===== src/rtl/writeback_stage_if.sv =====
// MEM->WB stage bundle: M-side pipeline fields, hazard controls and W-side register-file results.
// master drives the M fields and controls; slave is the writeback stage itself.
interface writeback_stage_if #(parameter int XLEN = 32);
   logic            RegWriteM;
   logic [1:0]      ResultSrcM;
   logic [XLEN-1:0] ALUResultM;
   logic [XLEN-1:0] ReadDataM;
   logic [XLEN-1:0] PCPlus4M;
   logic [4:0]      RdM;
   logic [2:0]      Funct3M;
   logic            EXMEM_valid;
   logic            StallW;
   logic            FlushW;
   logic            RegWriteW;
   logic [4:0]      RdW;
   logic [XLEN-1:0] ResultW;
   logic            MEMWB_valid;
   logic            LoadMisalignW;
   logic [63:0]     CycleW;
   logic [63:0]     InstretW;

   modport master (
      output RegWriteM, ResultSrcM, ALUResultM, ReadDataM, PCPlus4M, RdM, Funct3M,
             EXMEM_valid, StallW, FlushW,
      input  RegWriteW, RdW, ResultW, MEMWB_valid, LoadMisalignW, CycleW, InstretW
   );

   modport slave (
      input  RegWriteM, ResultSrcM, ALUResultM, ReadDataM, PCPlus4M, RdM, Funct3M,
             EXMEM_valid, StallW, FlushW,
      output RegWriteW, RdW, ResultW, MEMWB_valid, LoadMisalignW, CycleW, InstretW
   );
endinterface


===== src/rtl/writeback_stage.sv =====
// RV32I writeback: MEM/WB register, load extraction/extension, result mux, misalign detect; WB_PERF_CNT_EN adds cycle/instret counters.
// Latency: 1 cycle from M fields to W outputs, W outputs combinational from the MEM/WB register.
// Backpressure: StallW holds the register, FlushW (higher priority) inserts a bubble.
module writeback_stage #(
   parameter int XLEN = 32
) (
   input  logic           clk,
   input  logic           rst,
   writeback_stage_if.slave wb
);

   logic            valid_q;
   logic            regwrite_q;
   logic [1:0]      resultsrc_q;
   logic [XLEN-1:0] alu_q;
   logic [XLEN-1:0] rdata_q;
   logic [XLEN-1:0] pc4_q;
   logic [4:0]      rd_q;
   logic [2:0]      funct3_q;

   logic            capture;
   logic [XLEN-1:0] byte_shift;
   logic [XLEN-1:0] half_shift;
   logic [XLEN-1:0] load_data;
   logic [XLEN-1:0] result;
   logic            misalign;

   // Funct3 encodings other than byte/half loads are formatted and checked as word loads.
   function automatic logic is_misaligned(input logic [2:0] f3, input logic [1:0] off);
      logic mis;
      case (f3)
         3'b000, 3'b100: mis = 1'b0;
         3'b001, 3'b101: mis = off[0];
         default:        mis = (off != 2'b00);
      endcase
      return mis;
   endfunction

   assign capture = !wb.FlushW && !wb.StallW;

   always_ff @(posedge clk) begin
      if (rst) begin
         valid_q     <= 1'b0;
         regwrite_q  <= 1'b0;
         resultsrc_q <= 2'b00;
         alu_q       <= '0;
         rdata_q     <= '0;
         pc4_q       <= '0;
         rd_q        <= 5'd0;
         funct3_q    <= 3'b000;
      end else if (wb.FlushW) begin
         valid_q    <= 1'b0;
         regwrite_q <= 1'b0;
      end else if (!wb.StallW) begin
         valid_q     <= wb.EXMEM_valid;
         regwrite_q  <= wb.RegWriteM;
         resultsrc_q <= wb.ResultSrcM;
         alu_q       <= wb.ALUResultM;
         rdata_q     <= wb.ReadDataM;
         pc4_q       <= wb.PCPlus4M;
         rd_q        <= wb.RdM;
         funct3_q    <= wb.Funct3M;
      end
   end

   assign byte_shift = rdata_q >> {alu_q[1:0], 3'b000};
   assign half_shift = rdata_q >> {alu_q[1], 4'b0000};

   always_comb begin
      load_data = rdata_q;
      case (funct3_q)
         3'b000:  load_data = {{(XLEN-8){byte_shift[7]}}, byte_shift[7:0]};
         3'b100:  load_data = {{(XLEN-8){1'b0}}, byte_shift[7:0]};
         3'b001:  load_data = {{(XLEN-16){half_shift[15]}}, half_shift[15:0]};
         3'b101:  load_data = {{(XLEN-16){1'b0}}, half_shift[15:0]};
         default: load_data = rdata_q;
      endcase
   end

   always_comb begin
      result = alu_q;
      case (resultsrc_q)
         2'b01:   result = load_data;
         2'b10:   result = pc4_q;
         default: result = alu_q;
      endcase
   end

   assign misalign = valid_q && (resultsrc_q == 2'b01) && is_misaligned(funct3_q, alu_q[1:0]);

   assign wb.MEMWB_valid   = valid_q;
   assign wb.LoadMisalignW = misalign;
   assign wb.RdW           = rd_q;
   assign wb.ResultW       = result;
   assign wb.RegWriteW     = valid_q && regwrite_q && (rd_q != 5'd0) && !misalign;

`ifdef WB_PERF_CNT_EN
   logic [63:0] cycle_q;
   logic [63:0] instret_q;
   logic        retire;

   // Retirement is counted when the instruction enters WB, so a stalled one counts once.
   assign retire = capture && wb.EXMEM_valid &&
                   !((wb.ResultSrcM == 2'b01) && is_misaligned(wb.Funct3M, wb.ALUResultM[1:0]));

   always_ff @(posedge clk) begin
      if (rst) begin
         cycle_q   <= 64'd0;
         instret_q <= 64'd0;
      end else begin
         cycle_q <= cycle_q + 64'd1;
         if (retire) begin
            instret_q <= instret_q + 64'd1;
         end
      end
   end

   assign wb.CycleW   = cycle_q;
   assign wb.InstretW = instret_q;
`else
   assign wb.CycleW   = 64'd0;
   assign wb.InstretW = 64'd0;
`endif

endmodule


===== src/flat_wrapper.sv =====
// flat-port wrapper written by rule: the top's interface ports become plain ports
module writeback_stage_flat 
#(
   parameter int XLEN = 32
)
  (clk, rst, wb_RegWriteM, wb_ResultSrcM, wb_ALUResultM, wb_ReadDataM, wb_PCPlus4M, wb_RdM, wb_Funct3M, wb_EXMEM_valid, wb_StallW, wb_FlushW, wb_RegWriteW, wb_RdW, wb_ResultW, wb_MEMWB_valid, wb_LoadMisalignW, wb_CycleW, wb_InstretW);
  writeback_stage_if #(.XLEN(XLEN)) wb_i ();
  input  logic clk;
  input  logic rst;
  input wire logic [$bits(wb_i.RegWriteM)-1:0] wb_RegWriteM;
  input wire logic [$bits(wb_i.ResultSrcM)-1:0] wb_ResultSrcM;
  input wire logic [$bits(wb_i.ALUResultM)-1:0] wb_ALUResultM;
  input wire logic [$bits(wb_i.ReadDataM)-1:0] wb_ReadDataM;
  input wire logic [$bits(wb_i.PCPlus4M)-1:0] wb_PCPlus4M;
  input wire logic [$bits(wb_i.RdM)-1:0] wb_RdM;
  input wire logic [$bits(wb_i.Funct3M)-1:0] wb_Funct3M;
  input wire logic [$bits(wb_i.EXMEM_valid)-1:0] wb_EXMEM_valid;
  input wire logic [$bits(wb_i.StallW)-1:0] wb_StallW;
  input wire logic [$bits(wb_i.FlushW)-1:0] wb_FlushW;
  output wire logic [$bits(wb_i.RegWriteW)-1:0] wb_RegWriteW;
  output wire logic [$bits(wb_i.RdW)-1:0] wb_RdW;
  output wire logic [$bits(wb_i.ResultW)-1:0] wb_ResultW;
  output wire logic [$bits(wb_i.MEMWB_valid)-1:0] wb_MEMWB_valid;
  output wire logic [$bits(wb_i.LoadMisalignW)-1:0] wb_LoadMisalignW;
  output wire logic [$bits(wb_i.CycleW)-1:0] wb_CycleW;
  output wire logic [$bits(wb_i.InstretW)-1:0] wb_InstretW;
  assign wb_i.RegWriteM = wb_RegWriteM;
  assign wb_i.ResultSrcM = wb_ResultSrcM;
  assign wb_i.ALUResultM = wb_ALUResultM;
  assign wb_i.ReadDataM = wb_ReadDataM;
  assign wb_i.PCPlus4M = wb_PCPlus4M;
  assign wb_i.RdM = wb_RdM;
  assign wb_i.Funct3M = wb_Funct3M;
  assign wb_i.EXMEM_valid = wb_EXMEM_valid;
  assign wb_i.StallW = wb_StallW;
  assign wb_i.FlushW = wb_FlushW;
  assign wb_RegWriteW = wb_i.RegWriteW;
  assign wb_RdW = wb_i.RdW;
  assign wb_ResultW = wb_i.ResultW;
  assign wb_MEMWB_valid = wb_i.MEMWB_valid;
  assign wb_LoadMisalignW = wb_i.LoadMisalignW;
  assign wb_CycleW = wb_i.CycleW;
  assign wb_InstretW = wb_i.InstretW;
  writeback_stage #(.XLEN(XLEN)) u_core (.clk(clk), .rst(rst), .wb(wb_i));
endmodule

===== config.mk =====
export PLATFORM = sky130hd
export DESIGN_NAME = writeback_stage_flat
export DESIGN_NICKNAME = d
export VERILOG_FILES = /design/src/rtl/writeback_stage_if.sv /design/src/rtl/writeback_stage.sv /design/src/flat_wrapper.sv
export SDC_FILE = /design/constraint.sdc
export NUM_CORES = 1
export LEC_CHECK = 0
export CORE_AREA = 2 2 149 107
export CTS_BUF_LIST = sky130_fd_sc_hd__clkbuf_16
export DETAILED_ROUTE_END_ITERATION = 10
export DIE_AREA = 0 0 151 109
export PLACE_DENSITY_LB_ADDON = 0.15
export SLEW_MARGIN = 20
export SYNTH_ARGS = -nofsm -noshare
export SYNTH_HDL_FRONTEND = slang
export SYNTH_SLANG_ARGS = --single-unit
export TNS_END_PERCENT = 1

===== constraint.sdc =====
create_clock -name clk -period 2.2 [get_ports clk]
set_clock_uncertainty 0.05 [all_clocks]
set_input_delay 0.44 -clock clk [delete_from_list [all_inputs] [get_ports clk]]
set_output_delay 0.44 -clock clk [all_outputs]
set_load 0.005 [all_outputs]

==> results.toml, run 1 <==
[worst_setup_path]
path_class = "reg2out"
endpoint_kind = "output pin"
startpoint_type = "flip-flop"
crit_fanout = 3
slowest_delay_ns = 0.41
crit_required_ns = 1.71
cp.arrival_ns = 2.00
cpMaxStageDelayCell = "or4_4"
crit_buf_inv = 2
crit_chain = "buf_12 > mux2i_4 > or4_4 > and4_1 > a221oi_2 > buf_2"
cp_top_family = "simple AND/OR/NAND/NOR gates"

[clock_network]
cts_hold_buf = 0
htreeDepth = 3
cts_buffer_depth = 2
cts_sinks = 108
clk_pin_slew_ns = 0.07
clkLatencyLatePin_ns = 0.34
cts_tree = "yes"
cts_buffers = 9
cts-root-buf = "clkbuf_16"

[synthesis]
ys_ff_latch = 108
yosys.area.top_type = "dfxtp_1"
synth.top_cells.by_count = "263 x nand2_1, 128 x buf_4, 119 x a21oi_1"
synthCells = 819
synthDistinctLibCells = 35
async_reset_ff_frac = 0
synth_most_common_cell = "nand2_1"
synth_area_um2 = 5923
yosysWarningCount = 0
synth_top_area_share = 0.3650
ys.flop_type = "dfxtp_1"
post_synth.cell_area_avg_um2 = 7.232
synth.area.top_cells = "dfxtp_1 37%, nand2_1 17%, buf_4 16%"
synth_edf_count = 0
yosysSeqAreaShare = 0.3650

[pwr]
p_leak_nw = 3.457
power_per_cell_area_nw_per_um2 = 570.3
ir_drop_v = 0.0003363

[sta]
fmax_mhz = 401.6
drv_slew = 0
hold_violations = 0
setup_viol = 32
worst_slack_ns = -0.2899
rsz0062_at_grt = "yes"
period_needed_ns = 2.490
fin_crit_sh = 1.132

[placed_design]
gp_congestion = 0.8520
place_ws_ns = -0.3746
dp_cells = 1170
post-dp-hpwl_um = 12940
portBuffers = 151

[route]
vias_per_cell = 4.707
routedWlPerCell_um = 15.51
dr.pass1.iters = 5
ant_nets = 0
drcViolationCount = 0
vias = 5662
drt_iter0_drc = 297
finalWirelength_um = 18660

[global_route]
overflow = 0
grt_max_degree = 53
grt_first_pass_wirelength_um = 28360
antenna_found_initial = 3
track_usage = 0.2239
grt_pass1_vias = 5244

[final_layout]
layout.nets = 1109
syn_to_final_growth_pct = 40.54
multiInputGateArea_um2 = 3317
fillers = 1518
final_cell_count_no_fill = 1203
drive_gt1_frac = 0.1710
regArea_um2 = 2168

[floorplan]
top_level_ports = 280
start_util = 0.3918
row_count = 38
core-area_um2 = 15120
die_area_um2 = 16460
die_w_um = 151
die_h_um = 109

[status]
outcome = "complete, but fails checks"
violations = "negative setup slack"

[run]
drv_cap = 0

[hold_path]
min_path_type = "reg2reg"
==> sequential cells by signal (all words and copies together), names as in the netlist <==
name and count:
u_core.wb.RdW 5, u_core.pc4_q 32, u_core.resultsrc_q 2, u_core.wb.MEMWB_valid 1, u_core.regwrite_q 1, u_core.rdata_q 32
u_core.funct3_q 3, u_core.alu_q 32
==> layout by cell type, fill, tap and decap left out, types with 3 or more instances in the layout <==
cell and instances:
o22ai_1 12, a211o_1 6, buf_4 49, nor2_1 34, nand2_1 263, a21oi_2 4, o21ai_2 5, o2bb2ai_1 6
dfxtp_1 105, a221oi_2 20, buf_6 5, conb_1 128, clkdlybuf4s50_1 117, diode_2 3, o21ai_0 5, buf_12 15
buf_2 26, buf_16 3, clkbuf_16 9, o21ai_1 7, a221oi_4 3, inv_1 7, mux2i_1 7, a21oi_1 115
==> per-stage QoR <==
stage / hold slack [ns] / instance area [um2] / setup TNS (ns) / total power, mW / utilization
3_3_place_gp: 0.3936 / 7565 / -7.736 / 2.967 / 0.5003
3_5_place_dp: 0.3970 / 7565 / -7.932 / 2.972 / 0.5003
2_1_floorplan: 0.3832 / 6400 / 0 / 2.671 / -
4_1_cts: 0.4069 / 8283 / -7.155 / 4.766 / 0.5478
6_report: 0.4063 / 8324 / -6.739 / 4.747 / 0.5506
5_1_grt: 0.4204 / 8317 / -9.757 / 4.960 / 0.5501
==> logic make-up (layout without fill, tap and decap cells) <==
family	Yosys count	count (layout)	synth area share
adders and majority gates	2	2	0.004224
DFF	108	108	0.3650
other	1	131	0.0006331
buffers and inverters	192	246	0.2091
and+or+nand+nor	313	313	0.2045
AOI/OAI and AO/OA	192	192	0.1971
muxes	11	11	0.01943
==> where the power goes <==
| group | internal, mW | switching (mW) | total, mW | leakage (nW) |
|---|---|---|---|---|
| Combinational | 0.474 | 0.436 | 0.909 | 2.41 |
| Sequential | 2.04 | 0.0725 | 2.12 | 0.885 |
| Clock | 0.986 | 0.736 | 1.72 | 0.157 |
==> tightest hold or removal path: stages, from the launching register on <==
cell and delay, ns:
dfxtp_1 0.31, nand2_1 0.05, a21oi_1 0.05
==> repair_timing <==
| item | 4_1_cts | 5_1_grt |
|---|---|---|
| setup buffers | 10 | 0 |
| gates cloned | 4 | 0 |
| setup endpoints to repair | 34 | 33 |
| pin swaps | 38 | 9 |
| resized for setup | 185 | 12 |
==> area by class of cell <==
cell class,count,share of cell area
multi-input cells,646,0.3985
diodes,3,0.0009018
flip-flops and latches,108,0.2605
well taps,200,0.03006
inverters,5,0.002255
repair buffers,225,0.2707
clock buffers,9,0.02706
clock inverters,7,0.01007
==> final timing paths <==
path / depth (start not counted) / endpoint / slack, ns / from
hold / removal: 2 / u_core.pc4_q[25]$_SDFFE_PP0P_ / 0.41 / u_core.pc4_q[25]$_SDFFE_PP0P_
setup / recovery: 6 / wb_ResultW[15] / -0.29 / u_core.alu_q[1]$_SDFFE_PP0P_
hold reg to reg: 2 / u_core.pc4_q[25]$_SDFFE_PP0P_ / 0.41 / u_core.pc4_q[25]$_SDFFE_PP0P_
setup reg to reg: 3 / u_core.alu_q[0]$_SDFFE_PP0P_ / 1.26 / u_core.alu_q[0]$_SDFFE_PP0P_
==> layer usage <==
| metal | track usage | part of all wire |
|---|---|---|
| met4 | 0.03405 | 0.0084 |
| met2 | 0.3536 | 0.45 |
| met3 | 0.06318 | 0.075 |
| met1 | 0.3117 | 0.47 |
| met5 | 0 | 0.0014 |
Note: power is estimated with default switching activity, not from simulation.
==> inputs of run 2 (changes only) <==
--- a/config.mk
+++ b/config.mk
@@ -9,8 +9,8 @@
 export CTS_BUF_LIST = sky130_fd_sc_hd__clkbuf_16
 export DETAILED_ROUTE_END_ITERATION = 10
 export DIE_AREA = 0 0 151 109
+export MAX_ROUTING_LAYER = met4
 export PLACE_DENSITY_LB_ADDON = 0.15
-export SLEW_MARGIN = 20
 export SYNTH_ARGS = -nofsm -noshare
 export SYNTH_HDL_FRONTEND = slang
 export SYNTH_SLANG_ARGS = --single-unit
==> run 2 against run 1 <==
Effect of this change: the run still ends with negative setup slack left; clock power about the same; hold slack about the same; via count down 0.25%; sequential power about the same; critical path type unchanged; largest power group unchanged; highest routed layer is now met4; register-to-register slack about the same; clock-buffer cell count unchanged; combinational power up 0.6%; sequential share of layout area down 0.066 points; final cell count about the same; critical endpoint unchanged; sequential cell count unchanged; power up 0.23%; die area unchanged.
==> results.toml, run 2 (synthesized netlist as in run 1, its figures left out) <==
[worst_setup_path]
crit_fanout = 3
crit_required_ns = 1.71
r2r_cells = 3
endpoint_kind = "output pin"
cp.arrival_ns = 2.01
r2r_setup_slack_ns = 1.27
startpoint_type = "flip-flop"
path_class = "reg2out"

[sta]
setup_viol = 32
drv_slew = 0
timing.setup.tns_ns = -6.715
period_needed_ns = 2.498
worst_slack_ns = -0.2975
fin_crit_sh = 1.135
rsz0062_at_grt = "yes"
hold_violations = 0
fmax_mhz = 400.4

[global_route]
track_usage = 0.2305
grt_max_degree = 53
grt_first_pass_wirelength_um = 28320
grt_pass1_vias = 5248
overflow = 0
antenna_found_initial = 3

[placed_design]
post-dp-hpwl_um = 12940
gp_congestion = 0.8655
portBuffers = 151

[final_layout]
multiInputGateArea_um2 = 3339
final_cell_mix = "263 x nand2_1, 128 x conb_1, 117 x clkdlybuf4s50_1"
final_common_cell = "nand2_1"
regArea_um2 = 2168
drive_gt1_frac = 0.1720
biggestRegsByFlops = "u_core.alu_q (32), u_core.pc4_q (32), u_core.rdata_q (32)"
fillers = 1516
layout.nets = 1109
syn_to_final_growth_pct = 40.90
utilization = 0.5520

[pwr]
seqPwrFrac = 0.445
swShare = 0.2637
power_mw = 4.758
p_leak_nw = 3.451
p_clk_frac = 0.363
internal_power_mw = 3.503
ir_drop_v = 0.0003411
p_switching_mw = 1.255
p_comb_frac = 0.192
power_per_cell_area_nw_per_um2 = 570.2

[hold_path]
whs_path_depth = 2
min_path_type = "reg2reg"

[status]
outcome = "complete, but fails checks"
violations = "negative setup slack"

[route]
routedWlPerCell_um = 15.53
drt_iter0_drc = 259
vias_per_cell = 4.691
routed-wl-met2_um = 8404
dr.pass1.iters = 4
ant_nets = 0
highest_layer = "met4"
vias = 5648
finalWirelength_um = 18700
wl_met3_um = 1263
drcViolationCount = 0
wl_met1_um = 8882

[clock_network]
cts_sinks = 108
cts_tree = "yes"
cts_buffer_depth = 2
cts-root-buf = "clkbuf_16"
clkLatencyLatePin_ns = 0.35
cts_buffers = 9
cts_hold_buf = 0
clk_pin_slew_ns = 0.07
htreeDepth = 3

[floorplan]
die_w_um = 151
top_level_ports = 280
core-area_um2 = 15120
start_util = 0.3918
die_h_um = 109
die_area_um2 = 16460
row_count = 38

[run]
drv_cap = 0
run 2: changes by cell type in the layout (fill, tap and decap cells not counted), sizes merged:
| cell | change |
|---|---|
| buf | +1 |
| dlygate4sd2 | -1 |
| bufbuf | -1 |
| diode | +1 |
| clkbuf | +1 |
run 2: what timing repair did:
action / 4_1_cts / 5_1_grt
endpoints found under the setup margin: 34 / 33
resized for setup: 185 / 18
pin swaps: 38 / 12
setup buffers: 10 / 0
cloned: 4 / 0
run 2: area by class of cell:
class / instances / share of cell area
inverter: 5 / 0.002249
antenna: 4 / 0.001199
clock buffer: 9 / 0.02699
clock inverter: 7 / 0.01004
sequential: 108 / 0.2598
multi-input combinational: 646 / 0.4001
timing repair buffer: 225 / 0.2696
tap: 200 / 0.02999
run 2: routing by layer:
layer / vias up / track usage
li1: 2815 / -
met1: 2646 / 0.3140
met2: 171 / 0.3549
met3: 16 / 0.05774
met4: 0 / 0.03405
met5: - / -
run 2: metrics by stage:
| step | instance area [um2] | hold slack, ns | instances | setup WS (ns) |
|---|---|---|---|---|
| floorplan | 6400 | 0.3832 | 946 | 0.08670 |
| global placement | 7565 | 0.3936 | 1170 | -0.3594 |
| detailed placement | 7565 | 0.3970 | 1170 | -0.3746 |
| CTS | 8283 | 0.4069 | 1200 | -0.2667 |
| global route | 8343 | 0.4204 | 1203 | -0.3573 |
| finish | 8346 | 0.4061 | 1204 | -0.2975 |
run 2: worst max-delay path: stages, from the launching register on:
cell and delay, ns:
dfxtp_4 0.37, buf_12 0.13, mux2i_4 0.19, or4_4 0.41, and4_1 0.17, a221oi_2 0.22
buf_2 0.18
run 2: path summary, 6_finish.rpt:
kind / startpoint / to
worst max register to register: u_core.alu_q[0]$_SDFFE_PP0P_ / u_core.alu_q[0]$_SDFFE_PP0P_
worst max-delay path: u_core.alu_q[1]$_SDFFE_PP0P_ / wb_ResultW[15]
worst min-delay path: u_core.pc4_q[12]$_SDFFE_PP0P_ / u_core.pc4_q[12]$_SDFFE_PP0P_
worst min register to register: u_core.pc4_q[12]$_SDFFE_PP0P_ / u_core.pc4_q[12]$_SDFFE_PP0P_
run 2: power groups by stage:
stage | sequential, mW | clock (mW) | combinational [mW]
floorplan | 2.13 | 0 | 0.539
global placement | 2.15 | 0 | 0.816
detailed placement | 2.15 | 0 | 0.821
CTS | 2.11 | 1.75 | 0.899
global route | 2.13 | 1.83 | 1.00
finish | 2.12 | 1.73 | 0.914
